`config.mk`:
```
export PLATFORM = sky130hd
export DESIGN_NAME = shift_register_univ
export DESIGN_NICKNAME = d
export VERILOG_FILES = /design/src/rtl/shreg_pkg.sv /design/src/rtl/shreg_shift_counter.sv /design/src/rtl/shift_register_univ.sv
export SDC_FILE = /design/constraint.sdc
export NUM_CORES = 1
export LEC_CHECK = 0
export ABC_AREA = 1
export BUFFER_PORTS_ARGS = -buffer_cell sky130_fd_sc_hd__buf_2
export CORE_ASPECT_RATIO = 0.7
export CORE_UTILIZATION = 40
export CTS_BUF_LIST = sky130_fd_sc_hd__clkbuf_8
export CTS_CLUSTER_DIAMETER = 200
export CTS_CLUSTER_SIZE = 16
export DETAILED_ROUTE_END_ITERATION = 8
export PLACE_DENSITY = 0.69
export SYNTH_ARGS = -nofsm -noshare
export SYNTH_HDL_FRONTEND = slang
export SYNTH_SLANG_ARGS = --single-unit
```
`constraint.sdc`:
```
create_clock -name clk -period 2.2 [get_ports clk]
set_input_delay 0.33 -clock clk [delete_from_list [all_inputs] [get_ports clk]]
set_output_delay 0.33 -clock clk [all_outputs]
set_load 0.05 [all_outputs]
```
`src/rtl/shreg_pkg.sv`:
```
// Shared encodings for the universal shift register family.
package shreg_pkg;

  typedef enum logic [1:0] {
    SHREG_HOLD = 2'b00,
    SHREG_SHR  = 2'b01,
    SHREG_SHL  = 2'b10,
    SHREG_LOAD = 2'b11
  } shreg_mode_t;

endpackage : shreg_pkg

```
`src/rtl/shreg_shift_counter.sv`:
```
// Shift counter: counts shifts modulo WIDTH and pulses word_done on each wrap.
module shreg_shift_counter #(
  parameter  int WIDTH = 8,
  localparam int CW    = $clog2(WIDTH + 1)
) (
  input  logic          clk,
  input  logic          rst,
  input  logic          clr,
  input  logic          shift,
  input  logic          load,
  output logic [CW-1:0] count,
  output logic          word_done
);

  logic [CW-1:0] count_q, count_d;
  logic          done_q, done_d;

  // NOTE: every variable written here gets a default first, so no latch is inferred.
  always_comb begin
    count_d = count_q;
    done_d  = 1'b0;
    if (clr || load) begin
      count_d = '0;
    end else if (shift) begin
      if (count_q == CW'(WIDTH - 1)) begin
        count_d = '0;
        done_d  = 1'b1;
      end else begin
        count_d = count_q + CW'(1);
      end
    end
  end

  // NOTE: state is updated with non-blocking assignments so every flop samples pre-edge values.
  always_ff @(posedge clk or posedge rst) begin
    if (rst) begin
      count_q <= '0;
      done_q  <= 1'b0;
    end else begin
      count_q <= count_d;
      done_q  <= done_d;
    end
  end

  assign count     = count_q;
  assign word_done = done_q;

endmodule : shreg_shift_counter

```
`src/rtl/shift_register_univ.sv`:
```
// Universal WIDTH-bit shift register: hold / shift right / shift left / load.
// Define SHREG_ROTATE_EN to add the rot input (shifts recirculate instead of taking sin).
module shift_register_univ
  import shreg_pkg::*;
#(
  parameter  int WIDTH = 8,
  localparam int CW    = $clog2(WIDTH + 1)
) (
  input  logic             clk,
  input  logic             rst,
  input  logic             clr,
  input  logic [1:0]       mode,
  input  logic             sin,
  input  logic [WIDTH-1:0] din,
`ifdef SHREG_ROTATE_EN
  input  logic             rot,
`endif
  output logic [WIDTH-1:0] q,
  output logic             sout_r,
  output logic             sout_l,
  output logic [CW-1:0]    count,
  output logic             word_done
);

  if (WIDTH < 2 || WIDTH > 64) begin : g_width_check
    $error("shift_register_univ: WIDTH must be in 2..64");
  end

  shreg_mode_t      mode_e;
  logic [WIDTH-1:0] q_q, q_d;
  logic             shr_fill, shl_fill;
  logic             shift, load;

  assign mode_e = shreg_mode_t'(mode);

`ifdef SHREG_ROTATE_EN
  assign shr_fill = rot ? q_q[0]       : sin;
  assign shl_fill = rot ? q_q[WIDTH-1] : sin;
`else
  assign shr_fill = sin;
  assign shl_fill = sin;
`endif

  // clr dominance over load/shift is resolved inside the counter.
  assign shift = (mode_e == SHREG_SHR) || (mode_e == SHREG_SHL);
  assign load  = (mode_e == SHREG_LOAD);

  always_comb begin
    q_d = q_q;
    if (clr) begin
      q_d = '0;
    end else begin
      case (mode_e)
        SHREG_SHR:  q_d = {shr_fill, q_q[WIDTH-1:1]};
        SHREG_SHL:  q_d = {q_q[WIDTH-2:0], shl_fill};
        SHREG_LOAD: q_d = din;
        default:    q_d = q_q;
      endcase
    end
  end

  always_ff @(posedge clk or posedge rst) begin
    if (rst) q_q <= '0;
    else     q_q <= q_d;
  end

  shreg_shift_counter #(.WIDTH(WIDTH)) u_counter (
    .clk       (clk),
    .rst       (rst),
    .clr       (clr),
    .shift     (shift),
    .load      (load),
    .count     (count),
    .word_done (word_done)
  );

  assign q      = q_q;
  assign sout_r = q_q[0];
  assign sout_l = q_q[WIDTH-1];

endmodule : shift_register_univ

```
# Word-level counts from Yosys, hierarchy flattened
# Cells that the tools add are included.
# word_totals
out_inout_bits	15
reg_bits	13
# classes
n_reduce_logical	4
muxes	8
add_sub_neg	1
n_eq_ne	4
# ops
op	n
case mux 8 bit (3 select lines)	1
two-way mux 4 bit	3
two-way mux 8 bit	1
adder 4 x 1 -> 4 bit (second input constant)	1
== test 2 bit (second input constant)	2
== test 4 x 3 -> 1 bit (second input constant)	1
nonzero test 4 bit	1
two-way mux 1 bit	3
== test 2 x 1 -> 1 bit (second input constant)	1
logical OR 1 bit	2
nonzero test 2 bit	1

# Logic depth before layout (Yosys ltp)
# logic_depth
depth_word	4
mapped_depth	8
depth_no_buf	7

# Cells and area by module
# From an unflattened synthesis, not the netlist that was laid out.
# hier_totals
hier_cells	126
area_unflattened_um2	865.8
# by_module_without_submodules
mod	area_per_inst_um2	cells_each	instances
shift_register_univ	611.8	93	1
shreg_shift_counter	254.0	33	1

# Worst setup path before layout
# Ideal clock, no wire load.
# synth_timing
path_kind	register -> register
start	register u_counter.count_q[1], in the netlist u_counter.count[1]
end	register u_counter.count_q[3], in the netlist u_counter.count[3]
arrival_ns	1.255
path_stages_with_launch	7
setup_slack_ns	0.827
path_buffers	0
synth_period_minus_slack_ns	1.373
setup_time_ns	0.118
path_cell_list	dfrtp_1 -> ha_1 -> nand2_1 -> nor2_1 -> nor2_1 -> nand3_1 -> nand2_1
# synth_via
elab_chain_cells	4
elab_cells_between_ends	5
cone_classes	add/sub (1); eq/ne (1); mux (3)
# synth_lines
element	line_no	source
start, declared	shreg_shift_counter.sv:15	logic [CW-1:0] count_q, count_d;
start signal, assigned	shreg_shift_counter.sv:40	count_q <= count_d;
adder 4 x 1 -> 4 bit / == test 4 x 3 -> 1 bit (equally long branches)	shreg_shift_counter.sv:29, shreg_shift_counter.sv:25	
two-way mux 4 bit *	shreg_shift_counter.sv:25	if (count_q == CW'(WIDTH - 1)) begin
two-way mux 4 bit *	shreg_shift_counter.sv:24	end else if (shift) begin
two-way mux 4 bit *	shreg_shift_counter.sv:22	if (clr || load) begin
# Every way passes the cells marked *; elsewhere a longest branch is shown, timed or not. The select of a mux whose other input is x is not followed.
# A chain may end at the register's enable or synchronous reset.

# Worst setup path in the final report
# layout_timing
start	input port mode[0]
end	register q_q[2], in the netlist q[2]
# layout_via
elab_chain_cells	3
elab_cells_between_ends	6
cone_classes	eq/ne (3); mux (2); reduce/logical (1)
# layout_lines
element	line_no	source
start, declared	shift_register_univ.sv:12	input logic [1:0] mode,
== test 2 bit / == test 2 x 1 -> 1 bit (equally long branches)	shift_register_univ.sv:53	case (mode_e)
case mux 8 bit (3 select lines)	shift_register_univ.sv:53	
two-way mux 8 bit	shift_register_univ.sv:50	if (clr) begin
end signal, assigned	shift_register_univ.sv:64	else q_q <= q_d;
end, declared	shift_register_univ.sv:30	logic [WIDTH-1:0] q_q, q_d;
# Parallel ways exist; a longest one is shown, timed or not.

==> summary.txt <==
status = finished clean
hpwl dp = 1.27 mm
TritonCTS buffer count = 3
detailed-route vias per instance = 4.95
crit-path cells = buf_2 > ha_1 > inv_1 > nand2_1 > nor2_2 > nor2_2 > nand2_1 > nand2_1
clock buffer depth = 2
Nets = 154
average wire per standard cell = 11.1 um
number of DRC markers in iteration 0 = 19
Post-Route WL = 1.74 mm
GR Util met3 = 6.35%
GRT Max-Usage Layer = met2
Critical Path Max Stage Delay = 0.42 ns
CP Launch Type = input port
critical path required time = 2.38 ns
max cap viols = 0
final setup vio count = 0
RD Place Congestion = 0.846
CTS clk-pin slew, worst paths = 0.06 ns
initial antenna violation count = 0
CP endpoint kind = flop
RSZ-0062 raised after global routing = false
worst path arrival time = 1.55 ns
initial core utilization = 45.4%
DRT Pass-1 Iters = 4
count of pins over their slew limit = 0
type of the worst min-delay path = in -> async
Pwr per Cell Area = 675 nW/um2
M2 GR Usage = 30.2%
R2R Path Start = u_counter.count[0]
PortBufs = 28
clk_lat worst skew = 0.24 ns
Worst slew margin = 65.4%
share of cells above drive strength 1 = 26.5%
Crit path depth = 8
Avg Synthesized Cell Area = 7.07 um2
Leak = 0.576 nW
Critical path destination = q[2]
switching power = 0.000220 W
Peak VDD IR = 0.407 mV
synthesized area = 763 um2
CTS tree = done
first-pass GRT wire length = 2.90 mm
Comb pwr share = 25.3%
Crit Path Max Fanout = 11
RR Endpoint = u_counter.count[3]
crit path from = mode[0]
vias = 777
post-CTS sizing = 0
Boundary Pins = 29
ant diodes = 0
Final ANT Viol Nets = 0
reg2reg setup slack = 1.06 ns
Pwr Total = 0.000639 W
GRT overflow = 0
DRC = 0
cell internal pwr = 0.000419 W
fmax = 733 MHz
Unique masters post-synth = 17
CP Class = in -> reg
fillers = 161
H-tree depth = 1
fin crit share = 62.0%
most frequent CP cell = nand2_1
largest net degree at the start of global routing = 14
Net Count, Synth = 125
cells on worst reg2reg path = 6
Syn Inst Count = 108
Least-Margin Pin Slew = 0.518 ns
WHS = 0.111 ns
clk sink count = 13
Post-CTS Setup Bufs = 0
Core Region = 1680 um2
Yosys Warn Count = 0
Layout area overhead = 23.9%
final setup TNS = 0 ns
Crit-path slowest cell = ha_1
sequential share of power = 42.2%
Die Y-Extent = 38.5 um
Net Sw Frac = 34.4%
Buf/Inv on CP = 2
GR Util All Layers = 20.0%
clock skew = 0.00711 ns
M1 GR Usage = 26.9%
vias in the first global route = 678
Die ar. = 2090 um2
clock network fraction of design power = 32.5%
post-route minimum period = 1.36 ns
Clock Root Buffer = clkbuf_8
CP top delay family = simple AND/OR/NAND/NOR gates
post-synthesis sequential area ratio = 42.6%
Yosys reg bits = 13
Hold-fix buffers, CTS = 0
Final Hold Vio Count = 0
cell row count = 12
die width = 54.2 um
cell usage in the layout (no fill, tap or decap), drive strengths merged:
cell type / n
nand2: 59
ha: 3
inv: 7
clkbuf: 3
o21bai: 1
nor3: 2
nor2: 6
dfrtp: 13
and3: 1
a21oi: 1
nand4: 1
buf: 29
nand3: 10
worst min-delay path by stage:
stage	slack, ns	start	to
final	0.11	rst	q[5]
after global placement	0.38	rst	u_counter.word_done
after detailed placement	0.39	rst	u_counter.word_done
after floorplan	0.21	rst	q[0]
after CTS	0.13	rst	u_counter.count[1]
after global routing	0.17	rst	u_counter.word_done
per-layer routing:
metal	wire [um]	vias to the layer above
li1	-	387
met1	811	353
met2	774	35
met3	140	2
met4	12	0
met5	0	-
through the flow:
stage | cells | instance area (um2) | worst slack (ns) | utilization, %
global route | 157 | 946 | 0.680 | 56.3
CTS | 157 | 946 | 0.827 | 56.3
finish | 157 | 946 | 0.835 | 56.3
floorplan | 108 | 763 | 0.827 | -
global placement | 153 | 901 | 0.661 | 53.6
detailed placement | 153 | 901 | 0.606 | 53.6
layout make-up:
| class | count | area, um2 | share of cell area [%] |
|---|---|---|---|
| Clock inverter | 1 | 3.75 | 0.397 |
| Multi-Input combinational cell | 84 | 379 | 40.1 |
| Clock buffer | 3 | 41.3 | 4.37 |
| Sequential cell | 13 | 325 | 34.4 |
| Timing Repair Buffer | 29 | 148 | 15.6 |
| Tap cell | 21 | 26.3 | 2.78 |
| Inverter | 6 | 22.5 | 2.38 |
registers in the layout (all words and copies together) (netlist names):
name and cells:
q 8, u_counter.count 4, u_counter.word_done 1
synthesized netlist by cell type:
cell type  count  area share (%)
nand2_1       59              29
dfrtp_1       13              43
nand3_1       10             6.6
inv_1          5             2.5
ha_1           3             4.9
nor2_1         3             1.5
buf_2          2             1.3
buf_4          2             2.0
nor2_2         2             1.6
nor3_1         2             1.3
a21oi_1        1            0.66
and3_1         1            0.82
buf_6          1             1.5
inv_2          1            0.49
nand4_1        1            0.82
nor2_4         1             1.5
o21bai_1       1            0.98
power groups by stage:
stage          Sequential [W]  Combinational, W  Clock (W)
6_report             0.000270          0.000162   0.000208
3_3_place_gp         0.000273          0.000160          0
2_1_floorplan        0.000321         0.0000733          0
5_1_grt              0.000273          0.000177   0.000222
3_5_place_dp         0.000274          0.000161          0
4_1_cts              0.000270          0.000162   0.000213
cells by family (layout without fill, tap and decap cells):
family                   count (synthesis)  count (layout)  synth area share (%)
AO/OA/AOI/OAI                            2               2                  1.64
adder cells (fa/ha/maj)                  3               3                  4.92
buffers and inverters                   11              39                  7.70
flip-flops                              13              13                  42.6
AND/OR/NAND/NOR                         79              79                  43.1
No activity file was read; power rests on OpenSTA's default activity.
